`src/rtl/riscv_def.sv`:
```
// Shared core definitions: datapath width, canonical NOP and the fetch FSM encoding.
package riscv_def;

  localparam int XLEN = 32;
  localparam logic [XLEN-1:0] INST_NOP = 32'h0000_0013;

  typedef enum logic [1:0] {
    FETCH_IDLE,
    FETCH_REQ,
    FETCH_WAIT
  } fetch_state_e;

  function automatic logic [XLEN-1:0] pc_incr(input logic [XLEN-1:0] pc);
    return pc + XLEN'(4);
  endfunction

endpackage

```
`src/rtl/ifetch_fifo.sv`:
```
// Two-entry instruction buffer holding {word, pc}; entry 0 is always the head.
module ifetch_fifo
  import riscv_def::*;
(
  input  logic            clk,
  input  logic            rst,
  input  logic            push_i,
  input  logic [XLEN-1:0] push_data_i,
  input  logic [XLEN-1:0] push_pc_i,
  input  logic            pop_i,
  input  logic            flush_i,
  output logic            valid_o,
  output logic [XLEN-1:0] head_data_o,
  output logic [XLEN-1:0] head_pc_o,
  output logic [1:0]      count_o
);

  logic [XLEN-1:0] data_q [2];
  logic [XLEN-1:0] data_d [2];
  logic [XLEN-1:0] pc_q   [2];
  logic [XLEN-1:0] pc_d   [2];
  logic [1:0]      count_q, count_d;
  logic [1:0]      wr_slot;
  logic            do_pop, do_push;

  always_comb begin
    data_d  = data_q;
    pc_d    = pc_q;
    count_d = count_q;
    wr_slot = count_q;
    do_pop  = 1'b0;
    do_push = 1'b0;
    if (flush_i) begin
      count_d = 2'd0;
    end else begin
      do_pop = pop_i && (count_q != 2'd0);
      // a pop shifts entry 1 down, so the write slot moves down with it
      if (do_pop) begin
        data_d[0] = data_q[1];
        pc_d[0]   = pc_q[1];
        wr_slot   = count_q - 2'd1;
      end
      do_push = push_i && (wr_slot != 2'd2);
      if (do_push) begin
        data_d[wr_slot[0]] = push_data_i;
        pc_d[wr_slot[0]]   = push_pc_i;
      end
      count_d = count_q + {1'b0, do_push} - {1'b0, do_pop};
    end
  end

  always_ff @(posedge clk or posedge rst) begin
    if (rst) begin
      data_q  <= '{default: '0};
      pc_q    <= '{default: '0};
      count_q <= 2'd0;
    end else begin
      data_q  <= data_d;
      pc_q    <= pc_d;
      count_q <= count_d;
    end
  end

  assign valid_o     = (count_q != 2'd0);
  assign head_data_o = data_q[0];
  assign head_pc_o   = pc_q[0];
  assign count_o     = count_q;

endmodule

```
`src/rtl/ifetch.sv`:
```
// Instruction fetch: single-outstanding memory requester feeding a 2-entry buffer,
// with redirect flush, late-response dropping and misaligned-target lockout.
module ifetch
  import riscv_def::*;
#(
  parameter logic [XLEN-1:0] RESET_PC = 32'h0000_0000
) (
  input  logic            clk,
  input  logic            rst,
  output logic            imem_req,
  output logic [XLEN-1:0] imem_addr,
  input  logic            imem_gnt,
  input  logic            imem_rvalid,
  input  logic [XLEN-1:0] imem_rdata,
  output logic [XLEN-1:0] idata,
  output logic [XLEN-1:0] ipc,
  output logic            ivalid,
  input  logic            iready,
  input  logic            redirect,
  input  logic [XLEN-1:0] redirect_pc,
  output logic            fetch_misaligned
);

  fetch_state_e    state_q, state_d;
  logic [XLEN-1:0] fetch_pc_q, fetch_pc_d;
  logic [XLEN-1:0] req_pc_q, req_pc_d;
  logic            drop_q, drop_d;
  logic            mis_q, mis_d;
  logic            fifo_push, fifo_pop, room_after_push, target_aligned;
  logic [1:0]      fifo_count;

  assign target_aligned  = (redirect_pc[1:0] == 2'b00);
  assign fifo_pop        = ivalid && iready && !redirect;
  assign room_after_push = (fifo_count == 2'd0) || ((fifo_count == 2'd1) && fifo_pop);

  always_comb begin
    state_d    = state_q;
    fetch_pc_d = fetch_pc_q;
    req_pc_d   = req_pc_q;
    drop_d     = drop_q;
    mis_d      = mis_q;
    fifo_push  = 1'b0;
    case (state_q)
      FETCH_IDLE: begin
        if ((fifo_count != 2'd2) && !mis_q) state_d = FETCH_REQ;
      end
      FETCH_REQ: begin
        if (imem_gnt) begin
          state_d    = FETCH_WAIT;
          req_pc_d   = fetch_pc_q;
          fetch_pc_d = pc_incr(fetch_pc_q);
        end
      end
      FETCH_WAIT: begin
        if (imem_rvalid) begin
          if (drop_q) begin
            drop_d  = 1'b0;
            state_d = mis_q ? FETCH_IDLE : FETCH_REQ;
          end else begin
            fifo_push = 1'b1;
            state_d   = room_after_push ? FETCH_REQ : FETCH_IDLE;
          end
        end
      end
      default: state_d = FETCH_IDLE;
    endcase
    // redirect overrides everything; an accepted-but-unanswered request must still be drained
    if (redirect) begin
      fetch_pc_d = redirect_pc;
      mis_d      = !target_aligned;
      fifo_push  = 1'b0;
      if (((state_q == FETCH_WAIT) && !imem_rvalid) || ((state_q == FETCH_REQ) && imem_gnt)) begin
        drop_d  = 1'b1;
        state_d = FETCH_WAIT;
      end else begin
        drop_d  = 1'b0;
        state_d = target_aligned ? FETCH_REQ : FETCH_IDLE;
      end
    end
  end

  always_ff @(posedge clk or posedge rst) begin
    if (rst) begin
      state_q    <= FETCH_IDLE;
      fetch_pc_q <= RESET_PC;
      req_pc_q   <= RESET_PC;
      drop_q     <= 1'b0;
      mis_q      <= 1'b0;
    end else begin
      state_q    <= state_d;
      fetch_pc_q <= fetch_pc_d;
      req_pc_q   <= req_pc_d;
      drop_q     <= drop_d;
      mis_q      <= mis_d;
    end
  end

  assign imem_req         = (state_q == FETCH_REQ);
  assign imem_addr        = fetch_pc_q;
  assign fetch_misaligned = mis_q;

  ifetch_fifo u_fifo (
    .clk        (clk),
    .rst        (rst),
    .push_i     (fifo_push),
    .push_data_i(imem_rdata),
    .push_pc_i  (req_pc_q),
    .pop_i      (fifo_pop),
    .flush_i    (redirect),
    .valid_o    (ivalid),
    .head_data_o(idata),
    .head_pc_o  (ipc),
    .count_o    (fifo_count)
  );

endmodule

```
`config.mk`:
```
export PLATFORM = sky130hd
export DESIGN_NAME = ifetch
export DESIGN_NICKNAME = d
export VERILOG_FILES = /design/src/rtl/riscv_def.sv /design/src/rtl/ifetch_fifo.sv /design/src/rtl/ifetch.sv
export SDC_FILE = /design/constraint.sdc
export NUM_CORES = 1
export LEC_CHECK = 0
export BUFFER_PORTS_ARGS = -buffer_cell sky130_fd_sc_hd__buf_2
export CAP_MARGIN = 20
export CORE_UTILIZATION = 56
export CTS_CLUSTER_DIAMETER = 200
export DETAILED_ROUTE_END_ITERATION = 7
export PLACE_DENSITY = 0.8
export RECOVER_POWER = 100
export SLEW_MARGIN = 10
export SYNTH_ARGS = -nofsm -noshare
export SYNTH_HDL_FRONTEND = slang
export SYNTH_SLANG_ARGS = --single-unit
```
`constraint.sdc`:
```
create_clock -name clk -period 8.37 [get_ports clk]
set_clock_uncertainty 0.1 [all_clocks]
set_input_delay 1.674 -clock clk [delete_from_list [all_inputs] [get_ports clk]]
set_output_delay 1.674 -clock clk [all_outputs]
set_load 0.02 [all_outputs]
```
# Yosys cells after proc, flatten, opt, wreduce, memory -nomap -nowiden
# Index checks and enable logic that the tools add are counted.
word_totals:
  ff_bits: 198
  inputBits: 70
  out_inout_bits: 99
  word_cells: 88
op_classes:
  n_addsub: 4
  magnitude_cmp: 2
  eq_ne: 8
  mux: 34
  n_bitwise: 2
  n_reduce_logical: 28
ops:
  columns: ["operator", "n"]
  rows:
  - ["32-bit 2-to-1 mux", 8]
  - ["64-bit bitwise mux", 2]
  - ["64-bit 2-to-1 mux", 2]
  - ["32-bit by 3-bit adder with 32-bit output, second input constant", 1]
  - ["32-bit demux with 1-bit select", 1]
  - ["2-bit 2-to-1 mux", 8]
  - ["1-bit 2-to-1 mux", 12]
  - ["2-bit nonzero test", 5]
  - ["1-bit logical AND", 9]
  - ["2-bit AND reduction", 4]
  - ["2-bit logical NOT", 3]
  - ["3-bit != test, second input constant", 2]
  - ["2-bit one-hot mux with 3 select lines", 1]
  - ["2-bit by 1-bit equality test with 1-bit output, second input constant", 2]
  - ["1-bit logical NOT", 4]
  - ["2-bit != test, second input constant", 2]
  - ["3-bit by 1-bit != test with 1-bit output, second input constant", 1]
  - ["3-bit AND reduction", 1]
  - ["2-bit by 1-bit adder with 2-bit output", 1]
  - ["2-bit equality test, second input constant", 1]
  - ["2-bit greater-or-equal comparator, second input constant", 1]
  - ["1-bit logical OR", 2]
  - ["2-bit by 1-bit less-than comparator with 1-bit output, second input constant", 1]
  - ["1-bit NOT with 2-bit output", 1]
  - ["3 further kinds", 3]

# Logic depth before layout (Yosys ltp)
# Gate-level depths: netlist (run 1).
logic_depth:
  depth_word: 13
  mapped_depth: 8
  mapped_depth_nobuf: 6

# Modules after synthesis
# From an unflattened synthesis (run 1), not the netlist that was laid out.
hier_totals:
  hier_cells: 808
  area_unflattened_um2: 9203.8
modules_own_cells:
  columns: ["module", "instances", "cells_per_inst", "area_each_um2", "seq_area_each_um2"]
  rows:
  - ["ifetch_fifo", 1, 437, 5918.2, 3253.1]
  - ["ifetch", 1, 371, 3285.7, 1701.6]

# Least setup slack after synthesis (run 1)
# OpenSTA, ideal clock, no wires.
synth_path:
  kind: "input -> register"
  start: "in redirect"
  end: "reg u_fifo.data_q (netlist bit u_fifo.head_data_o[0])"
  setup_time_ns: 0.125
  t_arrival_ns: 3.242
  required_time_ns: 8.145
  slack_ns: 4.903
  cell_stages: 6
  n_path_buf: 3
  path_cell_list: "buf_2 > nor3b_2 > clkbuf_1 > buf_2 > mux2_2 > mux2_2"
synth_between:
  elab_chain_cells: 12
  word_cells_on_any_way: 18
synth_lines:
  columns: ["item", "line", "rtl"]
  rows:
  - ["start: declaration", "ifetch.sv:19", "input logic redirect,"]
  - ["1-bit logical NOT", "ifetch.sv:33", "assign fifo_pop = ivalid && iready && !redirect;"]
  - ["1-bit logical AND", "ifetch.sv:33", null]
  - ["1-bit logical AND", "ifetch_fifo.sv:36", "do_pop = pop_i && (count_q != 2'd0);"]
  - ["2-bit 2-to-1 mux", "ifetch_fifo.sv:38", "if (do_pop) begin"]
  - ["2-bit 2-to-1 mux", "ifetch_fifo.sv:33", "if (flush_i) begin"]
  - ["1-bit NOT with 2-bit output (implied by the code)", "ifetch_fifo.sv:45", "data_d[wr_slot[0]] = push_data_i;"]
  - ["2-bit greater-or-equal comparator (implied by the code) / 2-bit by 1-bit less-than comparator with 1-bit output (equally long branches)", "ifetch_fifo.sv:45", null]
  - ["1-bit logical AND (implied by the code)", "ifetch_fifo.sv:45", null]
  - ["32-bit 2-to-1 mux (implied by the code)", "ifetch_fifo.sv:45", null]
  - ["32-bit demux with 1-bit select", "ifetch_fifo.sv:45", null]
  - ["64-bit bitwise mux", "ifetch_fifo.sv:45", null]
  - ["64-bit 2-to-1 mux", "ifetch_fifo.sv:44", "if (do_push) begin"]
  - ["end signal: assignment", "ifetch_fifo.sv:58", "data_q <= data_d;"]
  - ["end: declaration", "ifetch_fifo.sv:18", "logic [XLEN-1:0] data_q [2];"]
# Several ways; a longest one is shown, not always the timed one. The select of a mux whose other input is x is not followed.
# A chain may end at the register's enable or synchronous reset.

==> results of run 1 <==
metal layers:
layer  wire (microns)  share of wire (%)  global-route usage [%]
met5                0                  0                       0
met2             9260                 49                    35.7
met4              422                2.2                    9.11
met1             8380                 44                    30.5
met3              939                4.9                    4.61
synth_stat cells, types with 2 or more instances:
master | count | area, sq um
a31oi_1 | 8 | 50.1
dfrtp_1 | 198 | 4950
nand2_1 | 35 | 131
o311ai_0 | 2 | 17.5
xnor2_1 | 7 | 61.3
and4b_1 | 2 | 20.0
or4_1 | 13 | 97.6
or3_1 | 3 | 18.8
nand4_1 | 12 | 75.1
o211ai_1 | 8 | 60.1
clkbuf_1 | 18 | 67.6
inv_1 | 9 | 33.8
nor2_1 | 14 | 52.6
a22oi_1 | 3 | 22.5
buf_4 | 64 | 480
a21o_1 | 2 | 15.0
a21oi_1 | 3 | 15.0
nor2b_1 | 4 | 25.0
or4_4 | 2 | 22.5
o31ai_1 | 7 | 52.6
and4_1 | 4 | 35.0
o21ai_0 | 18 | 90.1
nor3_1 | 5 | 25.0
ha_1 | 4 | 50.1
mux2_1 | 5 | 56.3
and2_1 | 2 | 12.5
buf_2 | 18 | 90.1
nor4_1 | 3 | 18.8
xor2_1 | 3 | 26.3
nand3_1 | 21 | 105
and3_1 | 5 | 31.3
mux2_2 | 217 | 2440
per-stage QoR:
stage | total power, mW | worst slack (ns) | instances | util (%) | area [sq um]
after global placement | 2.06 | 3.62 | 1029 | 60.3 | 9960
after floorplan | 2.00 | 1.20 | 739 | - | 9440
after detailed placement | 2.09 | 3.58 | 1029 | 60.3 | 9960
after global routing | 3.03 | 2.30 | 1062 | 63.2 | 10400
final | 2.88 | 2.80 | 1062 | 63.2 | 10400
after CTS | 2.94 | 4.03 | 1061 | 64.0 | 10600
kinds of logic (layout without fill, tap and decap cells):
logic type | count (synthesis) | after routing | synth area share (%)
multiplexers | 223 | 223 | 26.6
flip-flops | 198 | 198 | 52.5
AND/OR/NAND/NOR | 136 | 136 | 8.22
buffers and inverters | 111 | 214 | 7.27
AO/OA/AOI/OAI | 57 | 57 | 4.00
XOR/XNOR | 10 | 10 | 0.928
adder cells (fa/ha/maj) | 4 | 4 | 0.530
worst max path at each step:
stage | slack (ns) | endpoint | start
5_1_grt | 2.30 | async pin | rst
4_1_cts | 4.03 | u_fifo.head_pc_o[20] | redirect
6_report | 2.80 | flip-flop | redirect
2_1_floorplan | 1.20 | async pin | rst
3_3_place_gp | 3.62 | u_fifo.head_data_o[8] | redirect
3_5_place_dp | 3.58 | u_fifo.head_pc_o[16] | redirect
power breakdown:
group	leakage, nW	switching [mW]	internal (mW)	total, mW
registers	2.57	0.159	1.19	1.35
clock network	0.279	0.362	0.481	0.842
logic	1.99	0.366	0.325	0.691
cell usage in the layout (no fill, tap or decap), types with 4 or more instances in the layout:
| cell type | count |
|---|---|
| a31oi_1 | 8 |
| and3_1 | 5 |
| and4_1 | 4 |
| buf_2 | 68 |
| clkbuf_1 | 101 |
| clkbuf_16 | 17 |
| clkinvlp_4 | 7 |
| dfrtp_1 | 198 |
| ha_1 | 4 |
| inv_1 | 8 |
| mux2_1 | 6 |
| mux2_2 | 216 |
| nand2_1 | 35 |
| nand3_1 | 21 |
| nand4_1 | 12 |
| nor2_1 | 15 |
| nor2b_1 | 4 |
| nor3_1 | 5 |
| o211ai_1 | 8 |
| o21ai_0 | 18 |
| o31ai_1 | 7 |
| or4_1 | 13 |
| xnor2_1 | 7 |
area by class of cell:
type	count	area, sq um	share of cell area (%)
Clock buffer	18	439	4.21
Clock inverter	14	176	1.69
Inverter	9	35.0	0.335
Multi-Input combinational cell	430	3800	36.4
Sequential cell	198	4950	47.4
Tap cell	220	275	2.64
Timing Repair Buffer	173	762	7.30
==> key figures, run 1 <==
Run status
  – Status: finished with violations
  – Failing checks: max-capacitance violations, max-slew violations

Critical path
  – R2R setup slack: 4.78 ns
  – Largest fanout on the critical path: 63
  – FF-to-FF End: u_fifo.head_pc_o[20]
  – CP startpoint kind: input port
  – Buffering stage count on the worst path with inverters included: 3
  – Crit path kind: in2reg
  – CP Data Arrival Time: 5.78 ns
  – Critical path's largest stage delay: 1.67 ns
  – Required time worst endpoint: 8.58 ns
  – Total stage count of the critical path: 7
  – Crit end category: flip-flop
  – Crit-path cells: buf_2 -> clkbuf_1 -> nor3b_1 -> xnor2_1 -> nor2_1 -> buf_4 -> mux2_2
  – Largest delay share family, worst path: buffers and inverters
  – Reg2reg path depth: 7
  – R2r startpoint: u_fifo.count_o[0]
  – Slowest-stage cell, CP: clkbuf_1

Clocking
  – Post_cts resized: 0
  – Hold Buf Count CTS: 0
  – Clock Tree Root: clkbuf_16
  – CTS tree: done
  – Clock sinks: 198
  – Clock buffer depth: 2
  – Clk_lat worst skew: 0.43 ns
  – Reg clk slew, reported paths: 0.07 ns
  – CTS Buf Count: 17
  – Setup Fix Bufs, Post-CTS: 0
  – CTS H-tree lvls: 4

Place
  – I/O Buffers: 168
  – Hpwl dp: 12,300 microns
  – GPL Wtd Cong: 0.829

Finish
  – Final nets: 903
  – Share of cells above drive strength 1: 39.0%
  – Syn-to-layout area delta: 10.6%
  – N_diodes: 0
  – Layout fillers: 1,344

Yosys
  – Synthesis-stage register bit count: 198
  – Mapped cell area: 9440 sq um
  – Post-Syn Area per Cell: 12.8 sq um
  – Post-Synthesis Cells: 739
  – Syn Nets: 813
  – Yosys Warn Count: 0
  – Sequential share of the synthesized area: 52.5%
  – Asr flop ratio synth: 100%
  – Ys flop type: dfrtp_1
  – Post-synth EDFFs: 0
  – Synth unique cells: 52

Timing
  – Post-route minimum period: 5.57 ns
  – Setup tns final: 0 ns
  – Worst hold slack: 0.391 ns
  – Relative slew slack: -241%
  – Final setup fails: 0
  – Final Hold Vio Count: 0
  – RSZ-0062 raised after global routing: false
  – Worst-Margin Slew: 5.09 ns
  – Peak Freq: 179 MHz
  – Final Cycle Share: 66.6%
  – Slew Viols, Final: 224

GRT
  – Largest net degree at the start of global routing: 119
  – Initial antenna violation count: 0
  – Gr ovfl total: 0
  – First-pass GRT wire length: 30,800 microns
  – Vias in the first global route: 5,857
  – GRT Overall Usage: 22.5%

Drt
  – Routed WL: 19,000 microns
  – WL per Instance: 17.9 microns
  – # DRC: 0
  – Via density: 5.66
  – DRT iter0 DRCs: 263
  – Detailed-route via count: 6,012
  – Detail Route Antenna Nets: 0
  – Pre-antenna DRT Iters: 5

Floorplan
  – Io pins: 169
  – Initial core utilization: 57.1%
  – # rows: 47
  – Die area: 17,400 sq um
  – Die height: 132 microns
  – Die width: 132 microns
  – Total core area: 16,500 sq um

Worst hold path
  – HP Class: reg2reg
  – WHS Path Cells: 1

Job
  – Max Cap Violations: 3

Pwr
  – Pwr Density: 276 nW/um^2
  – Peak supply drop: 0.168 mV
  – Leak: 4.84 nW
Note: power is estimated with default switching activity, not from simulation.
==> run 2, diff against run 1 <==
--- a/config.mk
+++ b/config.mk
@@ -5,9 +5,10 @@
 export SDC_FILE = /design/constraint.sdc
 export NUM_CORES = 1
 export LEC_CHECK = 0
+export ABC_AREA = 1
 export BUFFER_PORTS_ARGS = -buffer_cell sky130_fd_sc_hd__buf_2
 export CAP_MARGIN = 20
-export CORE_UTILIZATION = 56
+export CORE_UTILIZATION = 57
 export CTS_CLUSTER_DIAMETER = 200
 export DETAILED_ROUTE_END_ITERATION = 7
 export PLACE_DENSITY = 0.8
==> constraint.sdc (replaced) <==
create_clock -name clk -period 5.65 [get_ports clk]
set_clock_uncertainty 0.1 [all_clocks]
set_input_delay 1.13 -clock clk [delete_from_list [all_inputs] [get_ports clk]]
set_output_delay 1.13 -clock clk [all_outputs]
set_load 0.02 [all_outputs]
==> key figures, run 2 <==
Yosys
  – Most frequent cell after synthesis: nand2_1
  – Ys flop type: dfrtp_1
  – Mapped cell area: 10,500 sq um (+12%)
  – Asr flop ratio synth: 100% (unchanged)
  – Area leader, netlist: dfrtp_1
  – Post-synth EDFFs: 0 (unchanged)
  – Syn Nets: 1,550 (+91%)
  – Synth unique cells: 31 (-40%)
  – Post-Syn Area per Cell: 7.14 sq um (-44%)
  – Post-Synthesis Cells: 1,476 (+100%)
  – Commonest cells in the netlist: 506 x nand2_1, 322 x inv_1, 198 x dfrtp_1
  – Largest cells by area after synthesis: dfrtp_1 47%, nand2_1 18%, inv_1 11%
  – Synthesis-stage register bit count: 198 (unchanged)
  – Synth top area share: 47.0% (-5.4 points)
  – Sequential share of the synthesized area: 47.0% (-5.4 points)
  – Yosys Warn Count: 0 (unchanged)

Place
  – Dpl ws: 1.46 ns (-2.12 ns)
  – Hpwl dp: 15,300 microns (+24%)
  – GPL Wtd Cong: 0.943 (+14%)
  – Post-Place Cell Area: 11,000 sq um (+10%)
  – Placed cells: 1,759 (+71%)
  – I/O Buffers: 168 (unchanged)

Finish
  – Fin cells: 1,791 (+69%)
  – N_diodes: 0 (unchanged)
  – Syn-to-layout area delta: 8.70%
  – Share of cells above drive strength 1: 7.04% (-32 points)
  – Most common cell after layout, fill and taps aside: nand2_1
  – Most frequent cells in the layout: 506 x nand2_1, 322 x inv_1, 198 x dfrtp_1
  – Final instance area: 11,400 sq um (+9.6%)
  – Final nets: 1,623 (+80%)

GRT
  – Gr ovfl total: 0 (unchanged)
  – Vias in the first global route: 7,889 (+35%)
  – First-pass GRT wire length: 37,300 microns (+21%)
  – Initial antenna violation count: 0 (unchanged)
  – Largest net degree at the start of global routing: 198 (+66%)
  – GRT Overall Usage: 25.1% (+2.6 points)

Critical path
  – Crit end category: flip-flop
  – Buffering stage count on the worst path with inverters included: 4 (+1)
  – CP Data Arrival Time: 4.64 ns (-1.14 ns)
  – Required time worst endpoint: 5.92 ns (-2.66 ns)
  – Largest fanout on the critical path: 45 (-29%)
  – Most frequent CP cell: nand2_1
  – Crit-path cells: buf_2 -> inv_4 -> nand3_4 -> o21ai_0 -> nand3_1 -> buf_4 -> nand2_1 -> nand2_1 -> inv_1
  – Slowest-stage cell, CP: nand3_1
  – Critical path's largest stage delay: 1.19 ns (-0.48 ns)
  – Crit path kind: in2reg
  – Largest delay share family, worst path: simple AND/OR/NAND/NOR gates
  – CP startpoint kind: input port

Job
  – Max Cap Violations: 2 (-1)

Floorplan
  – # rows: 49 (+4.3%)
  – Die area: 19,000 sq um (+9.4%)
  – Io pins: 169 (unchanged)
  – Die height: 138 microns (+4.6%)
  – Total core area: 18,000 sq um (+9.1%)
  – Die width: 138 microns (+4.6%)
  – Initial core utilization: 58.4% (+1.3 points)

Timing
  – Worst hold slack: 0.385 ns (-0.00562 ns)
  – RSZ-0062 raised after global routing: false
  – Final Hold Vio Count: 0 (unchanged)
  – Post-route minimum period: 4.37 ns
  – Setup tns final: 0 ns (unchanged)
  – Peak Freq: 229 MHz
  – Relative slew slack: -80.9% (+160 points)
  – Worst-Margin Slew: 2.71 ns (-2.37 ns)
  – Setup ws final: 1.28 ns (-1.52 ns)
  – Slew Viols, Final: 238 (+6.3%)
  – Final setup fails: 0 (unchanged)
  – Final Cycle Share: 77.4%

Clocking
  – CTS Buf Count: 17 (unchanged)
  – Clock Tree Root: clkbuf_16
  – CTS H-tree lvls: 4 (unchanged)
  – Clk_lat worst skew: 0.43 ns (about the same)
  – Setup Fix Bufs, Post-CTS: 0 (unchanged)
  – Post_cts resized: 0 (unchanged)
  – CTS tree: done
  – Clock buffer depth: 2 (unchanged)
  – Hold Buf Count CTS: 0 (unchanged)
  – Reg clk slew, reported paths: 0.07 ns (about the same)
  – Clock sinks: 198 (unchanged)

Drt
  – # DRC: 0 (unchanged)
  – Via density: 4.84 (-14%)
  – Detail Route Antenna Nets: 0 (unchanged)
  – Detailed-route via count: 8,672 (+44%)
  – WL per Instance: 12.7 microns (-29%)
  – DRT iter0 DRCs: 761 (+190%)
  – Pre-antenna DRT Iters: 5 (unchanged)
  – Routed WL: 22,800 microns (+20%)

Pwr
  – Peak supply drop: 0.252 mV (+50%)
  – Pwr Density: 457 nW/um^2 (+66%)
  – Leak: 6.20 nW (+28%)

Worst hold path
  – HP Class: reg2reg

Run status
  – Failing checks: max-capacitance violations, max-slew violations
  – Status: finished with violations
run 2: cell count changes after synthesis, sizes merged, moves of 10 or more:
cell | before | now
nand2 | 35 | 507
inv | 9 | 324
mux2 | 222 | 0
o21ai | 18 | 196
nor2 | 15 | 59
or4 | 15 | 0
nand4 | 12 | 0
nand3 | 21 | 31
run 2: worst paths after layout:
| kind | from | end | slack, ns | cells after the start |
|---|---|---|---|---|
| max | redirect | u_fifo.head_pc_o[17] | 1.28 | 9 |
| min | flip-flop | flip-flop | 0.39 | 2 |
| max reg2reg | u_fifo.count_o[0] | u_fifo.head_pc_o[17] | 1.77 | 10 |
| min reg2reg | flip-flop | flip-flop | 0.39 | 2 |
| max in group asynchronous | rst | u_fifo.head_data_o[3] | 2.11 | 3 |
| min in group asynchronous | rst | imem_addr[1] | 0.44 | 2 |
run 2: routing by layer:
layer  part of all wire (%)  GRT usage [%]
met1                     47           35.5
met2                     45           39.1
met3                    6.2           3.91
met4                    1.9           9.12
met5                      0              0
run 2: where the power goes:
part | internal [mW] | switching [mW] | total (mW)
Clock | 0.722 | 0.528 | 1.25
Sequential | 1.88 | 0.311 | 2.19
Combinational | 0.566 | 1.23 | 1.80
run 2: layout make-up:
type,count,area (sq um)
Timing Repair Buffer,174,781
Sequential cell,198,4950
Fill cell,1631,6580
Inverter,324,1220
Clock buffer,21,460
Tap cell,229,287
Clock inverter,11,150
Multi-Input combinational cell,834,3590
run 2: worst min-delay path, cell delays in order, from the launching register on:
cell and delay [ns]:
dfrtp_1 0.34, nand2_1 0.05, o21ai_0 0.06
run 2: metrics by stage:
step / power [mW] / util [%]
6_report: 5.24 / 63.5
3_5_place_dp: 4.08 / 61.0
3_3_place_gp: 4.00 / 60.9
5_1_grt: 5.66 / 63.5
4_1_cts: 5.34 / 64.4
2_1_floorplan: 3.79 / -
run 2: logic make-up after synthesis:
group	share of synthesized area, %
buf+inv	18.7
fa+ha+maj	0.475
flops	47.0
simple gates	22.2
xor+xnor	0.986
compound gates	10.6
